[src/rtl/issue_hazard_ctrl_pkg.sv]
// Shared core types for the issue-stage hazard controller and the pipeline registers.
package issue_hazard_ctrl_pkg;

  localparam logic [4:0] REG_ZERO = 5'd0;
  localparam int         CNT_W    = 6;

  typedef enum logic [1:0] {
    IDLE      = 2'd0,
    BUSY      = 2'd1,
    DONE_PEND = 2'd2
  } div_state_t;

  typedef struct packed {
    logic stall;
    logic flush;
  } stage_ctrl_t;

endpackage

[src/rtl/issue_hazard_ctrl_div_seq_fsm.sv]
// Divider occupancy sequencer: counts the divide latency and times the done pulse
// around D-cache waits and exception aborts.
module div_seq_fsm
  import issue_hazard_ctrl_pkg::*;
#(
  parameter int DIV_CYCLES = 32
) (
  input  logic       clk,
  input  logic       rst,
  input  logic       start,
  input  logic       mem_wait,
  input  logic       except,
  output logic       stall,
  output logic       done,
  output div_state_t state
);

  localparam logic [CNT_W-1:0] CNT_LOAD = CNT_W'(DIV_CYCLES - 1);

  div_state_t       state_q, state_d;
  logic [CNT_W-1:0] cnt_q, cnt_d;

  assign state = state_q;

  always_ff @(posedge clk or posedge rst) begin
    if (rst) begin
      state_q <= IDLE;
      cnt_q   <= '0;
    end else begin
      state_q <= state_d;
      cnt_q   <= cnt_d;
    end
  end

  always_comb begin
    state_d = state_q;
    cnt_d   = cnt_q;
    stall   = 1'b0;
    done    = 1'b0;
    if (except) begin
      state_d = IDLE;
      cnt_d   = '0;
    end else begin
      case (state_q)
        IDLE: begin
          if (start && !mem_wait) begin
            state_d = BUSY;
            cnt_d   = CNT_LOAD;
            stall   = 1'b1;
          end
        end
        BUSY: begin
          // The count keeps running under a mem-wait; only the release is deferred.
          if (cnt_q != '0) begin
            cnt_d = cnt_q - CNT_W'(1);
            stall = 1'b1;
          end else if (!mem_wait) begin
            done    = 1'b1;
            state_d = IDLE;
          end else begin
            state_d = DONE_PEND;
          end
        end
        DONE_PEND: begin
          if (!mem_wait) begin
            done    = 1'b1;
            state_d = IDLE;
          end
        end
        default: state_d = IDLE;
      endcase
    end
  end

endmodule

[src/rtl/issue_hazard_ctrl.sv]
// Dual-issue hazard/stall controller: resolves load-use, pair dependency, divider
// occupancy, D-cache wait and exception flush into per-stage stall/flush strobes.
module issue_hazard_ctrl
  import issue_hazard_ctrl_pkg::*;
#(
  parameter int DIV_CYCLES = 32
) (
  input  logic       clk,
  input  logic       rst,
  input  logic [4:0] D_master_rs,
  input  logic [4:0] D_master_rt,
  input  logic [4:0] D_slave_rs,
  input  logic [4:0] D_slave_rt,
  input  logic       D_master_reg_wen,
  input  logic [4:0] D_master_reg_waddr,
  input  logic       D_slave_valid,
  input  logic       E_master_mem_ren,
  input  logic       E_slave_mem_ren,
  input  logic [4:0] E_master_reg_waddr,
  input  logic [4:0] E_slave_reg_waddr,
  input  logic       E_div_start,
  input  logic       M_mem_req,
  input  logic       M_data_ok,
  input  logic       M_except,
  output logic       F_stall,
  output logic       D_stall,
  output logic       E_stall,
  output logic       M_stall,
  output logic       E_flush,
  output logic       M_flush,
  output logic       W_flush,
  output logic       D_flush,
  output logic       D_slave_block,
  output logic       div_busy,
  output logic       div_done
);

  function automatic logic reads_reg(input logic [4:0] waddr);
    return (waddr != REG_ZERO) &&
           (waddr == D_master_rs || waddr == D_master_rt ||
            waddr == D_slave_rs  || waddr == D_slave_rt);
  endfunction

  logic        load_use, pair_dep, mem_wait, mem_wait_q;
  logic        div_stall, div_done_raw;
  div_state_t  div_state;
  logic        f_stall, w_flush, slave_block;
  stage_ctrl_t d_ctrl, e_ctrl, m_ctrl;

  assign load_use = (E_master_mem_ren && reads_reg(E_master_reg_waddr)) ||
                    (E_slave_mem_ren  && reads_reg(E_slave_reg_waddr));

  assign pair_dep = D_slave_valid && D_master_reg_wen &&
                    (D_master_reg_waddr != REG_ZERO) &&
                    (D_master_reg_waddr == D_slave_rs || D_master_reg_waddr == D_slave_rt);

  // Wait is live in the request cycle already and drops in the data_ok cycle.
  assign mem_wait = !M_data_ok && (mem_wait_q || M_mem_req);

  always_ff @(posedge clk or posedge rst) begin
    if (rst) mem_wait_q <= 1'b0;
    else     mem_wait_q <= mem_wait && !M_except;
  end

  div_seq_fsm #(
    .DIV_CYCLES(DIV_CYCLES)
  ) u_div_seq_fsm (
    .clk      (clk),
    .rst      (rst),
    .start    (E_div_start),
    .mem_wait (mem_wait),
    .except   (M_except),
    .stall    (div_stall),
    .done     (div_done_raw),
    .state    (div_state)
  );

  always_comb begin
    f_stall     = 1'b0;
    w_flush     = 1'b0;
    slave_block = 1'b0;
    d_ctrl      = '0;
    e_ctrl      = '0;
    m_ctrl      = '0;
    if (!rst) begin
      if (M_except) begin
        d_ctrl.flush = 1'b1;
        e_ctrl.flush = 1'b1;
        m_ctrl.flush = 1'b1;
      end else begin
        slave_block = pair_dep;
        if (mem_wait) begin
          f_stall      = 1'b1;
          d_ctrl.stall = 1'b1;
          e_ctrl.stall = 1'b1;
          m_ctrl.stall = 1'b1;
          w_flush      = 1'b1;
        end else if (div_stall) begin
          f_stall      = 1'b1;
          d_ctrl.stall = 1'b1;
          e_ctrl.stall = 1'b1;
          m_ctrl.flush = 1'b1;
        end else if (load_use) begin
          f_stall      = 1'b1;
          d_ctrl.stall = 1'b1;
          e_ctrl.flush = 1'b1;
        end
      end
    end
  end

  assign F_stall       = f_stall;
  assign D_stall       = d_ctrl.stall;
  assign E_stall       = e_ctrl.stall;
  assign M_stall       = m_ctrl.stall;
  assign D_flush       = d_ctrl.flush;
  assign E_flush       = e_ctrl.flush;
  assign M_flush       = m_ctrl.flush;
  assign W_flush       = w_flush;
  assign D_slave_block = slave_block;
  assign div_busy      = !rst && (div_state != IDLE);
  assign div_done      = !rst && div_done_raw;

endmodule

[config.mk]
export PLATFORM = sky130hd
export DESIGN_NAME = issue_hazard_ctrl
export DESIGN_NICKNAME = d
export VERILOG_FILES = /design/src/rtl/issue_hazard_ctrl_pkg.sv /design/src/rtl/issue_hazard_ctrl_div_seq_fsm.sv /design/src/rtl/issue_hazard_ctrl.sv
export SDC_FILE = /design/constraint.sdc
export NUM_CORES = 1
export LEC_CHECK = 0
export BUFFER_PORTS_ARGS = -buffer_cell sky130_fd_sc_hd__buf_2
export CAP_MARGIN = 20
export CORE_MARGIN = 4
export CORE_UTILIZATION = 40
export DETAILED_ROUTE_END_ITERATION = 12
export PLACE_DENSITY = 0.74
export SLEW_MARGIN = 20
export SYNTH_ARGS = -nofsm -noshare
export SYNTH_HDL_FRONTEND = slang
export SYNTH_HIERARCHICAL = 1
export SYNTH_SLANG_ARGS = --single-unit
[constraint.sdc]
create_clock -name clk -period 2.63 [get_ports clk]
set_clock_uncertainty 0.1 [all_clocks]
set_input_delay 0.263 -clock clk [delete_from_list [all_inputs] [get_ports clk]]
set_output_delay 0.263 -clock clk [all_outputs]
set_load 0.05 [all_outputs]
==> out/qor.csv <==
stage;metric;value;unit
yosys;EDFF count, synth;0;
power;P_leak;0.8819;nW
run;maxcap violations;0;
yosys;cell with the most instances after synthesis;xnor2_1;
timing;relative slew slack;0.6882;
die;die width;69.57;µm
timing;Hold Slack;0.2971;ns
yosys;Post-synth ARST share;1.000;
layout;Layout Area Growth over Synthesis;28.14;%
clock_tree;number of H-tree levels;1;
layout;diode count;0;
clock_tree;Max clock buf depth;2;
global_route;GRT Overall Usage;0.1670;
yosys;post-synth cell types;48;
timing;fmax;360.1;MHz
status;failing checks;negative setup slack;
die;Core Area;0.003661;mm²
global_route;largest net degree at the start of global routing;17;
detailed_routing;routed vias/inst;5.167;
yosys;share of the synthesized area in the top cell type;0.2310;
timing;RSZ-0062 raised after global routing;true;
hold_path;Tightest Hold Check Type;in -> reg;
setup_path;Critical Path Fanout Max;3;
setup_path;Crit. End Element;primary output;
yosys;post-synthesis mux area share;0.03630;
yosys;Seq cells post-synth;9;
clock_tree;Root Buffer;clkbuf_8;
detailed_routing;wire per inst;13.27;µm
die;initial core utilization;0.4142;
timing;Worst Tran Pin Value;0.4634;ns
die;Die Ht;69.57;µm
clock_tree;clk_lat worst skew;0.23;ns
layout;footprint of the multi-input gates;0.001174;mm²
die;die footprint;0.004840;mm²
yosys;mean area per synthesized cell;8.066;µm²
detailed_routing;DR DRC count;0;
timing;Final min period;2.777;ns
yosys;Warnings, synthesis;6;
clock_tree;cts bufs inserted;3;
placement;post-place instance area;0.001824;mm²
layout;Final Util;0.5308;
timing;Finish-stage setup viols;3;
detailed_routing;first-pass iteration count of the detailed router;4;
global_route;GRT overflow;0;
timing;Max Slew Vio Count;0;
global_route;first-pass GRT wire length;6755;µm
clock_tree;clk sinks;9;
detailed_routing;Routed Antenna Nets;0;
yosys;Simple-Gate Fraction of Synth Area;0.2318;
yosys;ys flop type;dfrtp_1;
status;status;finished with violations;
die;FP Rows;22;
yosys;Mapped Area;0.001516;mm²
setup_path;CP Data Required Time;2.27;ns
yosys;largest cells by area after synthesis;xnor2_1 (23%), dfrtp_1 (15%), xor2_1 (5.8%);
clock_tree;clock transition at the registers of the reported paths;0.05;ns
setup_path;crit path kind;reg -> out;
detailed_routing;initial DRC count;45;
power;power per cell area;589.0;mW/mm²
placement;Port Buffer Count;55;
yosys;sequential-to-total area share from yosys stat;0.1485;
yosys;Post-synth top cells;xnor2_1 (40), nand3_1 (13), nand2_1 (11), nor2_1 (11);
yosys;Compound-Gate Fraction of Synth Area;0.1493;
layout;design area;0.001943;mm²
detailed_routing;Vias;1519;
global_route;initial antenna violation count;0;
layout;fill count;370;
timing;crit share post-route;1.056;
setup_path;Worst EP arrival;2.41;ns
layout;Layout Nets;298;
clock_tree;CTS tree;yes;
timing;final setup margin;-0.1472;ns
power;VDD IR-drop max;0.0001916;V
layout;FF+latch area;225.2;µm²
yosys;largest family of logic cells by synthesized area;XOR/XNOR gates;
yosys;XOR/XNOR share of the synthesized area;0.2888;
timing;TNS Setup;-0.3456;ns
global_route;vias in the first global route;1533;
setup_path;CP Launch Type;register;
yosys;syn_nets;239;
placement;post-DP HPWL;3226;µm
die;Ports;56;
yosys;Post-Synth Adder-Cell Area;0.04950;
setup_path;FF-to-FF setup slack;0.66;ns
placement;GP Congestion;0.8958;
timing;Fin. Hold Viols;0;
detailed_routing;final WL;3901;µm
yosys;dominant cell type by area after synthesis;xnor2_1;
layout;layout cells sized above 1;0.3537;
yosys;Post-Syn Instances;188;
state kept, by name, indices dropped and copies added (netlist names):
signal               cells
mem_wait_q               1
u_div_seq_fsm/cnt_q      6
u_div_seq_fsm/state      2
worst paths after layout:
kind                                                    start                                  to  cells after the start
max reg2reg                u_div_seq_fsm/state[1]$_DFFE_PP0P_  u_div_seq_fsm/cnt_q[5]$_DFFE_PP0P_                      6
min in group asynchronous                                 rst                mem_wait_q$_DFF_PP0_                      3
max                        u_div_seq_fsm/cnt_q[0]$_DFFE_PP0P_                             D_stall                     10
max in group asynchronous                                 rst  u_div_seq_fsm/cnt_q[5]$_DFFE_PP0P_                      3
min reg2reg                u_div_seq_fsm/state[0]$_DFFE_PP0P_  u_div_seq_fsm/state[0]$_DFFE_PP0P_                      2
min                                                  M_except                mem_wait_q$_DFF_PP0_                      2
worst max-delay path: stages, from the launching register on:
cell and delay (ns):
dfrtp_1 0.38, inv_2 0.08, ha_4 0.14, nand2b_4 0.05, or4_4 0.43, a22oi_2 0.18
nor2_2 0.05, or2b_1 0.27, and2_4 0.17, nand3b_1 0.23, buf_6 0.20
power breakdown:
group | switching [W] | internal (W) | total [W]
logic | 0.000409 | 0.000362 | 0.000771
clock network | 0.0000574 | 0.000106 | 0.000163
registers | 0.0000355 | 0.000175 | 0.000210
total | 0.000502 | 0.000643 | 0.00114
cell usage in the layout, fill, tap and decap left out, drive strengths merged, types with 4 or more instances in the layout:
cell,netlist,routed
nand2,11,11
a21oi,7,7
mux2i,4,4
nor2,11,11
o2111ai,4,4
ha,6,6
buf,14,68
dfrtp,9,9
xor2,10,10
xnor2,40,40
o22ai,4,4
inv,10,10
o21ai,4,4
nor3,9,9
clkbuf,1,4
nand3,13,13
layer usage:
| metal | wire length, µm | global-route usage | vias to the layer above |
|---|---|---|---|
| met5 | 0 | 0 | - |
| met3 | 206 | 0.02174 | 4 |
| li1 | - | - | 761 |
| met4 | 52 | 0.07375 | 0 |
| met1 | 1718 | 0.2063 | 705 |
| met2 | 1923 | 0.2871 | 49 |
final cells by class:
class	count	area share
inverter	10	0.01932
sequential	9	0.1159
clock buffer	4	0.02318
tap	48	0.03091
multi-input combinational	154	0.6040
timing repair buffer	69	0.2067
cell families after synthesis:
kind of cell,count (synthesis)
AOI/OAI and AO/OA,32
xor gates and xnor gates,50
adders and majority gates,6
buffers and inverters,25
DFF,9
muxes,5
and+or+nand+nor,61
per-stage QoR:
step | instances | setup slack (ns) | power (W)
2_1_floorplan | 188 | -0.4000 | 0.0007168
3_3_place_gp | 284 | 0.07107 | 0.0009051
3_5_place_dp | 284 | 0.05565 | 0.0009177
4_1_cts | 292 | -0.1549 | 0.001129
5_1_grt | 294 | -0.2590 | 0.001239
6_report | 294 | -0.1472 | 0.001145
timing repair:
item                                    4_1_cts  5_1_grt
buffers inserted                              3        2
endpoints found under the hold margin         9        0
cloned                                        0        0
pin swaps                                     1        0
hold buffers                                  1        0
endpoints found under the setup margin        3        4
resized for setup                             8        1
(Power assumes the default switching activity.)
